===== config.mk =====
export PLATFORM = sky130hd
export DESIGN_NAME = handshake_fifo
export DESIGN_NICKNAME = d
export VERILOG_FILES = /design/src/rtl/handshake_pkg.sv /design/src/rtl/handshake_fifo_mem.sv /design/src/rtl/handshake_fifo.sv
export SDC_FILE = /design/constraint.sdc
export NUM_CORES = 1
export LEC_CHECK = 0
export BUFFER_PORTS_ARGS = -buffer_cell sky130_fd_sc_hd__buf_4
export CORE_MARGIN = 5
export CORE_UTILIZATION = 51
export DETAILED_ROUTE_END_ITERATION = 6
export HOLD_SLACK_MARGIN = 0.05
export PLACE_DENSITY_LB_ADDON = 0.12
export SKIP_CTS_REPAIR_TIMING = 1
export SLEW_MARGIN = 20
export SYNTH_ARGS = -nofsm -noshare
export SYNTH_HDL_FRONTEND = slang
export SYNTH_SLANG_ARGS = --single-unit

===== constraint.sdc =====
create_clock -name clk -period 2.15 [get_ports clk]
set_input_delay 0.43 -clock clk [delete_from_list [all_inputs] [get_ports clk]]
set_output_delay 0.43 -clock clk [all_outputs]
set_load 0.05 [all_outputs]

===== src/rtl/handshake_pkg.sv =====
// Shared definitions for the req/grt handshake blocks: transfer counter
// width/type and the transfer-detect helper used by sources and drains.
package handshake_pkg;

    localparam int CNT_W = 32;

    typedef logic [CNT_W-1:0] cnt_t;

    // A transfer completes in the cycle where request and grant are both high.
    function automatic logic is_xfer(input logic req, input logic grt);
        return req & grt;
    endfunction

endpackage


===== src/rtl/handshake_fifo_mem.sv =====
// Storage array for handshake_fifo: DEPTH x DW registers, one write port,
// one asynchronous read port. Deliberately unreset: contents only matter
// once written, and the head is only observed while the FIFO is non-empty.
module handshake_fifo_mem #(
    parameter int DW    = 8,
    parameter int DEPTH = 4,
    parameter int AW    = $clog2(DEPTH)
) (
    input  logic          clk,
    input  logic          we,
    input  logic [AW-1:0] waddr,
    input  logic [DW-1:0] wdata,
    input  logic [AW-1:0] raddr,
    output logic [DW-1:0] rdata
);

    logic [DW-1:0] mem_q [DEPTH];
    logic [DW-1:0] mem_d [DEPTH];

    // Next array contents: copy current entries, overwrite the addressed one on a write.
    always_comb begin
        for (int i = 0; i < DEPTH; i++) begin
            mem_d[i] = mem_q[i];
        end
        if (we) begin
            mem_d[waddr] = wdata;
        end else begin
            mem_d[waddr] = mem_q[waddr];
        end
    end

    // Array register update (no reset by design).
    always_ff @(posedge clk) begin
        for (int i = 0; i < DEPTH; i++) begin
            mem_q[i] <= mem_d[i];
        end
    end

    assign rdata = mem_q[raddr];

endmodule


===== src/rtl/handshake_fifo.sv =====
// Elastic buffer between two req/grt handshake domains. Acts as a drain
// upstream and a source downstream; keeps an occupancy level and a count
// of completed downstream transfers. Flags come from wrap-bit pointers, so
// every output is a function of registered state only.
module handshake_fifo
    import handshake_pkg::*;
#(
    parameter int DW    = 8,
    parameter int DEPTH = 4,
    parameter int AW    = $clog2(DEPTH)
) (
    input  logic          clk,
    input  logic          rst,
    input  logic          up_req,
    input  logic [DW-1:0] up_dat,
    output logic          up_grt,
    output logic          dn_req,
    output logic [DW-1:0] dn_dat,
    input  logic          dn_grt,
    output logic [AW:0]   level,
    output logic [31:0]   cnt
);

    localparam logic [AW:0] PTR_ONE = (AW+1)'(1);
    localparam cnt_t        CNT_ONE = cnt_t'(1);

    logic [AW:0] wr_ptr_q, wr_ptr_d;
    logic [AW:0] rd_ptr_q, rd_ptr_d;
    cnt_t        cnt_q, cnt_d;

    logic        full_s;
    logic        empty_s;
    logic        push_s;
    logic        pop_s;

    assign empty_s = (wr_ptr_q == rd_ptr_q);
    assign full_s  = (wr_ptr_q[AW-1:0] == rd_ptr_q[AW-1:0]) &&
                     (wr_ptr_q[AW] != rd_ptr_q[AW]);

    assign up_grt = !full_s;
    assign dn_req = !empty_s;
    assign level  = wr_ptr_q - rd_ptr_q;
    assign cnt    = cnt_q;

    // Transfer detection and next-state for pointers and transfer counter.
    always_comb begin
        push_s   = is_xfer(up_req, up_grt);
        pop_s    = is_xfer(dn_req, dn_grt);
        wr_ptr_d = wr_ptr_q;
        rd_ptr_d = rd_ptr_q;
        cnt_d    = cnt_q;
        if (push_s) begin
            wr_ptr_d = wr_ptr_q + PTR_ONE;
        end else begin
            wr_ptr_d = wr_ptr_q;
        end
        if (pop_s) begin
            rd_ptr_d = rd_ptr_q + PTR_ONE;
            cnt_d    = cnt_q + CNT_ONE;
        end else begin
            rd_ptr_d = rd_ptr_q;
            cnt_d    = cnt_q;
        end
    end

    // Pointer and counter registers; reset empties the FIFO and clears the count.
    always_ff @(posedge clk or posedge rst) begin
        if (rst) begin
            wr_ptr_q <= '0;
            rd_ptr_q <= '0;
            cnt_q    <= '0;
        end else begin
            wr_ptr_q <= wr_ptr_d;
            rd_ptr_q <= rd_ptr_d;
            cnt_q    <= cnt_d;
        end
    end

    handshake_fifo_mem #(
        .DW    (DW),
        .DEPTH (DEPTH),
        .AW    (AW)
    ) u_mem (
        .clk   (clk),
        .we    (push_s),
        .waddr (wr_ptr_q[AW-1:0]),
        .wdata (up_dat),
        .raddr (rd_ptr_q[AW-1:0]),
        .rdata (dn_dat)
    );

endmodule


---- Word level (Yosys, flattened, before mapping) ----
Memories as Yosys holds them, arrays and structs flattened.
Cells that the tools add are included.
word-level totals
  word-level logic and storage cells ...... 25
  input bits .............................. 12
  RAM bits ................................ 32
  memories kept ........................... 1
  output and inout bits ................... 45
  register bits after elaboration ......... 38
cells by class
  bitwise logic cells ..................... 3
  add/subtract/negate cells ............... 4
  reductions and logical operators ........ 4
  mux-type cells .......................... 5
  $lt $le $gt $ge ......................... 2
  equal/unequal tests ..................... 3
memories
  name         depth  bits a word  read ports  clocked after Yosys merged registers in  write ports  RTL line                  source
  u_mem.mem_q  4      8            6           0                                        4            handshake_fifo_mem.sv:17  logic [DW-1:0] mem_q [DEPTH];
operators by type and width
  cell                   number
  $bwmux 32              2
  $add 32x1->32 const B  1
  $mux 32                1
  $demux 8 s2            1
  $mux 8                 1
  $add 3x1->3 const B    2
  $eq 3x3->1             1
  $ge 3x3->1 const B     1
  $lt 3x1->1 const B     1
  $not 2->3              1
  $sub 3x3->3            1
  $and 1x1->1            2
  $eq 2x2->1             1
  $logic_and 1x1->1      2
  $logic_not 1->1        2
  $ne 1x1->1             1

---- Longest topological paths before layout ----
Gate-level depths: netlist (run 1).
  depth after elaboration ................. 7
  depth in mapped cells ................... 9
  gate-level depth less buffers ........... 7

---- By module ----
A second synthesis (run 1) with hierarchy kept.
unflattened totals
  cell total of the unflattened synthesis .. 296
  area total of the unflattened synthesis .. 3410.8 sq um
modules (own cells, without submodules)
  module              times used  cells an instance  seq. area each (sq um)  area an instance (sq um)
  handshake_fifo      1           167                950.9                   1796.7
  handshake_fifo_mem  1           129                960.9                   1614.0

---- Least setup slack after synthesis (run 1) ----
No wires, ideal clock.
  path kind ............................... register to register
  start point ............................. register wr_ptr_q[0]
  end point ............................... memory u_mem.mem_q[0][0] (data pin)
  arrival time ............................ 2.610 ns
  clock period less this slack ............ 2.875 ns
  path slack .............................. -0.725 ns
  stages on the path, launching flop included .. 8
  data required time ...................... 1.886 ns
  library setup time ...................... 0.264 ns
  path buffers ............................ 1
  cells stage by stage .................... dfrtp_1 clkbuf_1 inv_1 ha_1 nand3_1 nand2_2 mux2i_1 nor2b_1
RTL lines
  what                    RTL line                  source
  start, declared         handshake_fifo.sv:27      logic [AW:0] wr_ptr_q, wr_ptr_d;
  start signal, assigned  handshake_fifo.sv:73      wr_ptr_q <= wr_ptr_d;
  end, declared           handshake_fifo_mem.sv:17

---- Worst setup path after layout (run 1) ----
  start point ............................. register rd_ptr_q[1]
  end point ............................... output level[2]
between the ends
  longest elaborated chain between the ends .. 1
RTL lines
  what                    RTL line              source
  start, declared         handshake_fifo.sv:28  logic [AW:0] rd_ptr_q, rd_ptr_d;
  start signal, assigned  handshake_fifo.sv:74  rd_ptr_q <= rd_ptr_d;
  $sub 3x3->3             handshake_fifo.sv:42  assign level = wr_ptr_q - rd_ptr_q;
  end, declared           handshake_fifo.sv:20  output logic [AW:0] level,
Every way passes these cells.

==> results of run 1 <==
==> routing by layer <==
| metal | GRT usage (%) | vias to the layer above | wire [um] |
|---|---|---|---|
| met3 | 2.92 | 14 | 220 |
| met5 | 0 | - | 0 |
| met2 | 30.0 | 47 | 3470 |
| li1 | - | 1072 | - |
| met4 | 7.81 | 0 | 152 |
| met1 | 21.7 | 1075 | 2930 |
==> area by class of cell <==
| type | count | area, sq um |
|---|---|---|
| multi-input cells | 173 | 1610 |
| inverters | 10 | 37.5 |
| clock inverters | 3 | 40.0 |
| flip-flops and latches | 70 | 1910 |
| repair buffers | 68 | 531 |
| fillers | 551 | 2350 |
| well taps | 80 | 100 |
| clock buffers | 13 | 170 |
==> cell families after synthesis <==
| group | Yosys count | share of synthesized area, % |
|---|---|---|
| adder cells (fa/ha/maj) | 9 | 3.43 |
| buffers and inverters | 16 | 1.93 |
| XOR/XNOR | 37 | 9.46 |
| multiplexers | 25 | 12.9 |
| flip-flops | 70 | 54.6 |
| AND/OR/NAND/NOR | 97 | 16.6 |
| AO/OA/AOI/OAI | 5 | 1.11 |
==> registers in the layout, summed over array words and instances, names as in the netlist <==
register / flops
rd_ptr_q: 3
wr_ptr_q: 3
cnt: 32
u_mem.mem_q: 32
==> critical path, delay by kind of cell, from the launching register on <==
kind       cells  cell delay, ns
fa+ha+maj      1            0.43
flops          1            0.41
xor+xnor       1            0.19
buf+inv        2            0.30
==> power by group <==
part | leakage [nW] | internal, mW | switching (mW)
combinational | 0.995 | 1.58 | 2.32
clock | 0.109 | 0.635 | 0.463
sequential | 0.795 | 1.93 | 0.271
total | 1.90 | 4.15 | 3.06
==> final timing paths <==
kind | endpoint | slack, ns | cells after the start
max in group asynchronous | rd_ptr_q[0] | 1.58 | 3
worst min-delay path | cnt[2] | 0.21 | 3
worst min register to register | cnt[31] | 0.49 | 1
worst max register to register | u_mem.mem_q[1][1] | 0.27 | 5
worst max-delay path | level[2] | 0.05 | 4
min in group clk | wr_ptr_q[2] | 0.42 | 3
==> placed cells by master, fill, tap and decap left out, types with 7 or more instances in the layout <==
master / count
buf_4: 65
dfrtp_1: 36
nor2b_1: 32
edfxtp_1: 32
xnor2_1: 24
mux4_2: 16
nand2_1: 15
nand3_1: 13
xor2_1: 11
clkbuf_8: 10
inv_1: 8
mux2i_1: 8
and3_1: 7
==> through the flow <==
| step | setup slack [ns] | TNS, ns |
|---|---|---|
| 2_1_floorplan | 0.00460 | 0 |
| 3_3_place_gp | 0.192 | 0 |
| 3_5_place_dp | 0.175 | 0 |
| 4_1_cts | -0.127 | -0.195 |
| 5_1_grt | -0.0261 | -0.0261 |
| 6_report | 0.0475 | 0 |
==> qor.csv, run 1 <==
metric,value,unit
synth_area_per_cell,13.5,sq um
yosys-top-cells-area,"edfxtp_1, dfrtp_1, mux4_2",
ys.warnings.count,0,
place_hpwl,4.90,mm
min_period_over_period,97.8,%
yosys_register_bits,70,
timing.final.setup_violations,0,
drtIter0Drc,50,
vias_per_cell,5.29,
timing.final.crit_period,2.10,ns
stdcell_area,4400,sq um
die-area,8630,sq um
routed-via-count,2208,
grt_start_max_net_pins,39,
unrepaired_setup_endpoints_after_global_routing,true,
grt_pass1_vias,2360,
core_region_area,6760,sq um
placedInstanceArea,4120,sq um
worst_clock_skew,0.00631,ns
chipHeight,92.9,um
clock_latency,0.33,ns
postSynthNetCount,280,
cts.clk_slew.worst_paths,0.07,ns
cts_htree_levels,3,
max-vdd-ir-drop,0.902,mV
global_route_wire_length_before_repair,11.6,mm
synth.yosys.seq_area_share,54.6,%
total_grt_overflow,0,
flow.area_growth_from_synthesis,25.6,%
dpl.cell_count,400,
yosys-top-cells-count,"dfrtp_1, edfxtp_1, nor2b_1, xnor2_1",
pin_count,57,
power-per-cell-area,1640,nW/um^2
netlist_area,3500,sq um
crit_start,rd_ptr_q[1],
max_slew.worst_pin.slew,0.623,ns
slew_violations,0,
cts-root-buf,clkbuf_8,
timing.critical_path.required,1.72,ns
effective_utilization_at_floorplan,51.9,%
yosysTopAreaCellShare,27.4,%
worst_slew_margin_rel,58.5,%
path_cells,"buf_4, fa_2, xor2_4, buf_6",
globalRouteTotalUtil,17.5,%
clock_tree.buffer_depth,2,
drtAntennaViolNets,0,
synth_ff_type,dfrtp_1,
achievable-frequency,0.476,GHz
final_std_cells_w_o_fill,417,
leakage,1.90,nW
clock_sinks,70,
gpl.final_weighted_congestion,0.773,
critical_path_class,register to primary output,
synthDominantAreaCellType,edfxtp_1,
finalWirelength,6.77,mm
total_power,7.21,mW
min-delay-path-class,primary input to asynchronous set/reset pin,
number_of_buffers_added_by_the_clock_tree_synthesis_step,9,
reg2reg_from,rd_ptr_q[2],
yosys.cell_count.top_type,dfrtp_1,
synth.lib_cells_used.distinct,35,
num_rows,30,
synth_cells,259,
synth_enable_flop_cells,32,
finalNetCount,353,
drt_first_pass_iters,4,
start_kind,register,
max_cap_violations,0,
critPathArrivalTime,1.67,ns
hold_viol,0,
tritoncts,built,
drive_above_1_share,35.3,%
layout.core_utilization,65.2,%
biggest_cell_delay_along_the_critical_path,0.43,ns
number_of_antenna_violations_at_the_first_check_in_global_routing,0,
fp.dieW,92.9,um
n_antenna_cell,0,
routed_wire_length_per_instance,16.2,um
drc,0,
worstPathMaxFanout,3,
fin_worst_hold_slack,0.207,ns
crit_path_end_kind,primary output,
critPathSlowestCell,fa_2,
buffer_ports.inserted,56,
async_flop_share,54.3,%
run_status,completed,
Power figures use the tool's default switching activity.
==> run 2: changes to the inputs <==
SLEW_MARGIN = not set   (was 20)
clock period = 1.9 ns   (was 2.15 ns; I/O delays follow)
==> run 2 against run 1 <==
Critical path depth stayed put. The run now ends with setup timing left. Global-route usage is 0.72 points higher. Combinational power is 32% higher.
==> qor.csv, run 2 (same netlist as run 1, synthesis figures left out) <==
metric,value,unit,change
min_period_over_period,108,%,
slew_violations,0,,unchanged
number_of_buffers_added_by_the_clock_tree_synthesis_step,9,,unchanged
layout.cells.most_common,buf_4,,
effective_utilization_at_floorplan,51.9,%,unchanged
vias_per_cell,5.47,,+3.3%
run_status,finished with violations,,
clock_latency,0.34,ns,about the same
timing.final.setup_violations,11,,+11
biggest_cell_delay_along_the_critical_path,0.53,ns,+0.10 ns
max_cap_violations,0,,unchanged
layout_common_cells,"buf_4, nor2b_1, edfxtp_1, xnor2_1",,
grt_start_max_net_pins,39,,unchanged
pin_count,57,,unchanged
routed-via-count,2352,,+6.5%
total_grt_overflow,0,,unchanged
cts_htree_levels,3,,unchanged
die-area,8630,sq um,unchanged
grt_pass1_vias,2434,,+3.1%
drive_above_1_share,46.3,%,+11 points
flow.area_growth_from_synthesis,34.7,%,
num_rows,30,,unchanged
drc,0,,unchanged
violations,setup timing,,
critPathSlowestCell,fa_2,,
unrepaired_setup_endpoints_after_global_routing,true,,
path_cells,"ha_4, fa_2, inv_2, buf_6",,
post_layout_worst_setup_margin,-0.143,ns,-0.191 ns
cts-root-buf,clkbuf_8,,
crit_path_end_kind,primary output,,
max-vdd-ir-drop,2.98,mV,+230%
min-delay-path-class,primary input to asynchronous set/reset pin,,
n_antenna_cell,0,,unchanged
chipHeight,92.9,um,unchanged
place_hpwl,5.43,mm,+11%
critical_path_class,register to primary output,,
num-fill-cells,494,,-10%
power-per-cell-area,1910,nW/um^2,+17%
max_slew.worst_pin.slew,0.483,ns,-0.140 ns
critPathArrivalTime,1.66,ns,about the same
tns,-0.985,ns,-0.985 ns
clock_sinks,70,,unchanged
crit_start,rd_ptr_q[0],,
buffer_ports.inserted,56,,unchanged
cts.clk_slew.worst_paths,0.08,ns,about the same
finalWirelength,7.41,mm,+9.5%
start_kind,register,,
hold_viol,0,,unchanged
drt_first_pass_iters,4,,unchanged
leakage,1.96,nW,+3.2%
worstPathMaxFanout,2,,-1
fin_worst_hold_slack,0.146,ns,-0.0613 ns
routed_wire_length_per_instance,17.2,um,+6.2%
tritoncts,built,,
finalNetCount,366,,+3.7%
timing.critical_path.required,1.52,ns,-0.20 ns
clock_tree.buffer_depth,2,,unchanged
drtAntennaViolNets,0,,unchanged
worst_clock_skew,0.0100,ns,+0.00373 ns
global_route_wire_length_before_repair,12.0,mm,+3.5%
dpl_ws,0.0536,ns,-0.121 ns
timing.final.crit_period,2.04,ns,
core_region_area,6760,sq um,unchanged
drtIter0Drc,84,,+68%
globalRouteTotalUtil,18.2,%,+0.72 points
worst_slew_margin_rel,67.8,%,+9.3 points
number_of_antenna_violations_at_the_first_check_in_global_routing,0,,unchanged
achievable-frequency,0.489,GHz,
total_power,9.02,mW,+25%
reg2reg_from,wr_ptr_q[0],,
gpl.final_weighted_congestion,0.769,,-0.58%
fp.dieW,92.9,um,unchanged
run 2: area by class of cell:
cell class | instances | area [sq um] | share of cell area [%]
sequential | 70 | 1940 | 41.0
tap | 80 | 100 | 2.12
timing repair buffer | 81 | 662 | 14.0
clock buffer | 14 | 226 | 4.80
clock inverter | 2 | 13.8 | 0.292
multi-input combinational | 173 | 1740 | 36.9
inverter | 10 | 40.0 | 0.848
run 2: final timing paths:
kind,end,cells after the start,slack [ns]
hold / removal,cnt[31],3,0.15
max in group asynchronous,wr_ptr_q[2],3,1.38
min in group clk,wr_ptr_q[2],3,0.37
setup / recovery,level[1],4,-0.14
hold reg to reg,cnt[31],1,0.47
setup reg to reg,u_mem.mem_q[1][5],5,0.13
run 2: critical path: cells and delay by family, from the launching register on:
kind       cells  cell delay, ns
fa+ha+maj      2            0.70
buf+inv        2            0.18
flops          1            0.44
run 2: metrics by stage:
stage	std cells	util, %	cell area [sq um]
5_1_grt	430	69.9	4720
6_report	430	69.9	4720
3_5_place_dp	408	64.8	4380
3_3_place_gp	408	64.8	4380
4_1_cts	424	68.4	4620
2_1_floorplan	259	-	3760
run 2: power breakdown:
| part | switching (mW) | internal, mW | leakage, nW |
|---|---|---|---|
| Sequential | 0.319 | 2.20 | 0.770 |
| Combinational | 2.91 | 2.25 | 1.07 |
| Clock | 0.562 | 0.786 | 0.121 |
| Total | 3.79 | 5.23 | 1.96 |
run 2: routing by layer:
| layer | vias up | share of wire [%] | track usage, % |
|---|---|---|---|
| li1 | 1099 | - | - |
| met1 | 1186 | 45 | 24.0 |
| met2 | 61 | 49 | 29.4 |
| met3 | 6 | 5.0 | 4.71 |
| met4 | 0 | 1.2 | 6.23 |
| met5 | - | 0 | 0 |
==> run 3: changes to the inputs <==
BUFFER_PORTS_ARGS = not set   (was -buffer_cell sky130_fd_sc_hd__buf_4)
CORE_UTILIZATION = 55   (was 51)
DONT_BUFFER_PORTS = 1   (was not set)
==> run 3 against run 2 <==
The flow still finishes with violations (setup timing). Register-to-register slack got worse by 0.04 ns. Routed wire length is 2.8% lower. Sequential share of layout area rose by 1.2 points. Via count shrank 5.1%. Cell count is 6.0% lower. Worst setup slack better by 0.0097 ns. Critical path depth did not move. Combinational power decreased by 2%. Critical path type unchanged. Largest power group unchanged.
==> qor.csv, run 3 (same netlist as run 1, synthesis figures left out) <==
metric,value,unit,change
die-area,8070,sq um,-6.5%
critPathArrivalTime,1.65,ns,about the same
drtAntennaViolNets,0,,unchanged
critPathSlowestCell,fa_2,,
layout_common_cells,"buf_4, nor2b_1, edfxtp_1, xnor2_1, dfrtp_1",,
place_hpwl,5.17,mm,-4.8%
worst-path-stages,4,,unchanged
drt_first_pass_iters,4,,unchanged
run_status,finished with violations,,
routed-via-count,2232,,-5.1%
vias_per_cell,5.52,,+1.0%
timing.critical_path.max_delay_family,adder cells,,
stdcell_area,4580,sq um,-3.1%
slew_violations,0,,unchanged
worst_slew_margin_rel,64.5,%,-3.3 points
timing.final.setup_violations,11,,unchanged
chipHeight,89.8,um,-3.3%
finalWirelength,7.20,mm,-2.8%
gpl.final_weighted_congestion,0.749,,-2.6%
dpl_ws,0.0874,ns,+0.0337 ns
total_power,9.08,mW,+0.67%
number_of_buffers_added_by_the_clock_tree_synthesis_step,9,,unchanged
buffers_inverters_on_critical_path,2,,unchanged
clock_sinks,70,,unchanged
unrepaired_setup_endpoints_after_global_routing,true,,
timing.reg2reg.worst_path_depth,6,,+1
start_kind,register,,
power-per-cell-area,1980,nW/um^2,+3.9%
worst_clock_skew,0.00764,ns,-0.00240 ns
worstPathMaxFanout,3,,+1
pin_count,57,,unchanged
min_period_over_period,107,%,-0.51 points
max-vdd-ir-drop,2.12,mV,-29%
post_layout_worst_setup_margin,-0.134,ns,+0.00973 ns
core_region_area,6280,sq um,-7.1%
fp.dieW,89.8,um,-3.3%
n_antenna_cell,0,,unchanged
drtIter0Drc,81,,-3.6%
timing.final.crit_period,2.03,ns,-0.00973 ns
clock_latency,0.34,ns,about the same
violations,setup timing,,
crit_path_end_kind,primary output,,
clock_tree.buffer_depth,2,,unchanged
layout.cells.most_common,buf_4,,
effective_utilization_at_floorplan,55.8,%,+4.0 points
placedInstanceArea,4240,sq um,-3.3%
achievable-frequency,0.492,GHz,+0.48%
cts-root-buf,clkbuf_8,,
cts_htree_levels,3,,unchanged
routed_wire_length_per_instance,17.8,um,+3.4%
timing.critical_path.required,1.52,ns,about the same
biggest_cell_delay_along_the_critical_path,0.52,ns,about the same
number_of_antenna_violations_at_the_first_check_in_global_routing,0,,unchanged
total_grt_overflow,0,,unchanged
finalNetCount,343,,-6.3%
grt_start_max_net_pins,39,,unchanged
num_rows,29,,-3.3%
cts.clk_slew.worst_paths,0.08,ns,about the same
max_cap_violations,0,,unchanged
hold_viol,0,,unchanged
num-fill-cells,430,,-13%
flow.area_growth_from_synthesis,30.6,%,
max_slew.worst_pin.slew,0.533,ns,+0.0497 ns
global_route_wire_length_before_repair,11.9,mm,-0.87%
grt_pass1_vias,2313,,-5.0%
min-delay-path-class,primary input to asynchronous set/reset pin,,
leakage,1.86,nW,-5.0%
drive_above_1_share,41.3,%,-5.0 points
critical_path_class,register to primary output,,
buffer_ports.inserted,0,,-100%
path_cells,"ha_4, fa_2, inv_2, buf_12",,
drc,0,,unchanged
globalRouteTotalUtil,18.8,%,+0.52 points
tritoncts,built,,
## run 3: cell count changes in the layout (fill, tap and decap cells not counted), moves of 3 or more
| cell | delta |
|---|---|
| clkbuf_16 | -3 |
| bufinv_16 | +4 |
| buf_4 | -20 |
| buf_6 | -7 |
## run 3: path summary, 6_finish.rpt
kind	slack, ns	to	from
setup / recovery	-0.13	level[1]	rd_ptr_q[0]
hold / removal	0.03	cnt[5]	rst
setup reg to reg	0.09	u_mem.mem_q[2][3]	rd_ptr_q[0]
hold reg to reg	0.52	cnt[28]	cnt[28]
max in group asynchronous	1.49	cnt[9]	rst
min in group clk	0.22	wr_ptr_q[2]	up_req
## run 3: routing by layer
layer  part of all wire (%)  track usage, %
met1                     44            24.5
met2                     48            28.5
met4                    1.1            6.05
met3                    7.2            7.68
met5                      0               0
## run 3: layout make-up
cell class	count	area, sq um	area share (%)
clock buffers	9	124	2.71
clock inverters	7	136	2.98
flip-flops and latches	70	1930	42.2
inverters	10	40.0	0.875
repair buffers	58	503	11.0
well taps	77	96.3	2.11
multi-input cells	173	1740	38.1
## run 3: power breakdown
group	switching [mW]	internal (mW)	total [mW]
Combinational	2.91	2.17	5.08
Sequential	0.255	2.19	2.44
Clock	0.564	0.998	1.56
Total	3.73	5.36	9.08
## run 3: per-stage QoR
| step | cells | TNS, ns | util [%] | hold slack [ns] |
|---|---|---|---|---|
| after floorplan | 259 | -1.10 | - | 0.551 |
| after global placement | 383 | 0 | 67.5 | 0.418 |
| after detailed placement | 383 | 0 | 67.5 | 0.416 |
| after global routing | 404 | -1.47 | 72.9 | 0.0789 |
| final | 404 | -0.821 | 72.9 | 0.0333 |
| after CTS | 399 | -1.57 | 71.6 | 0.0357 |
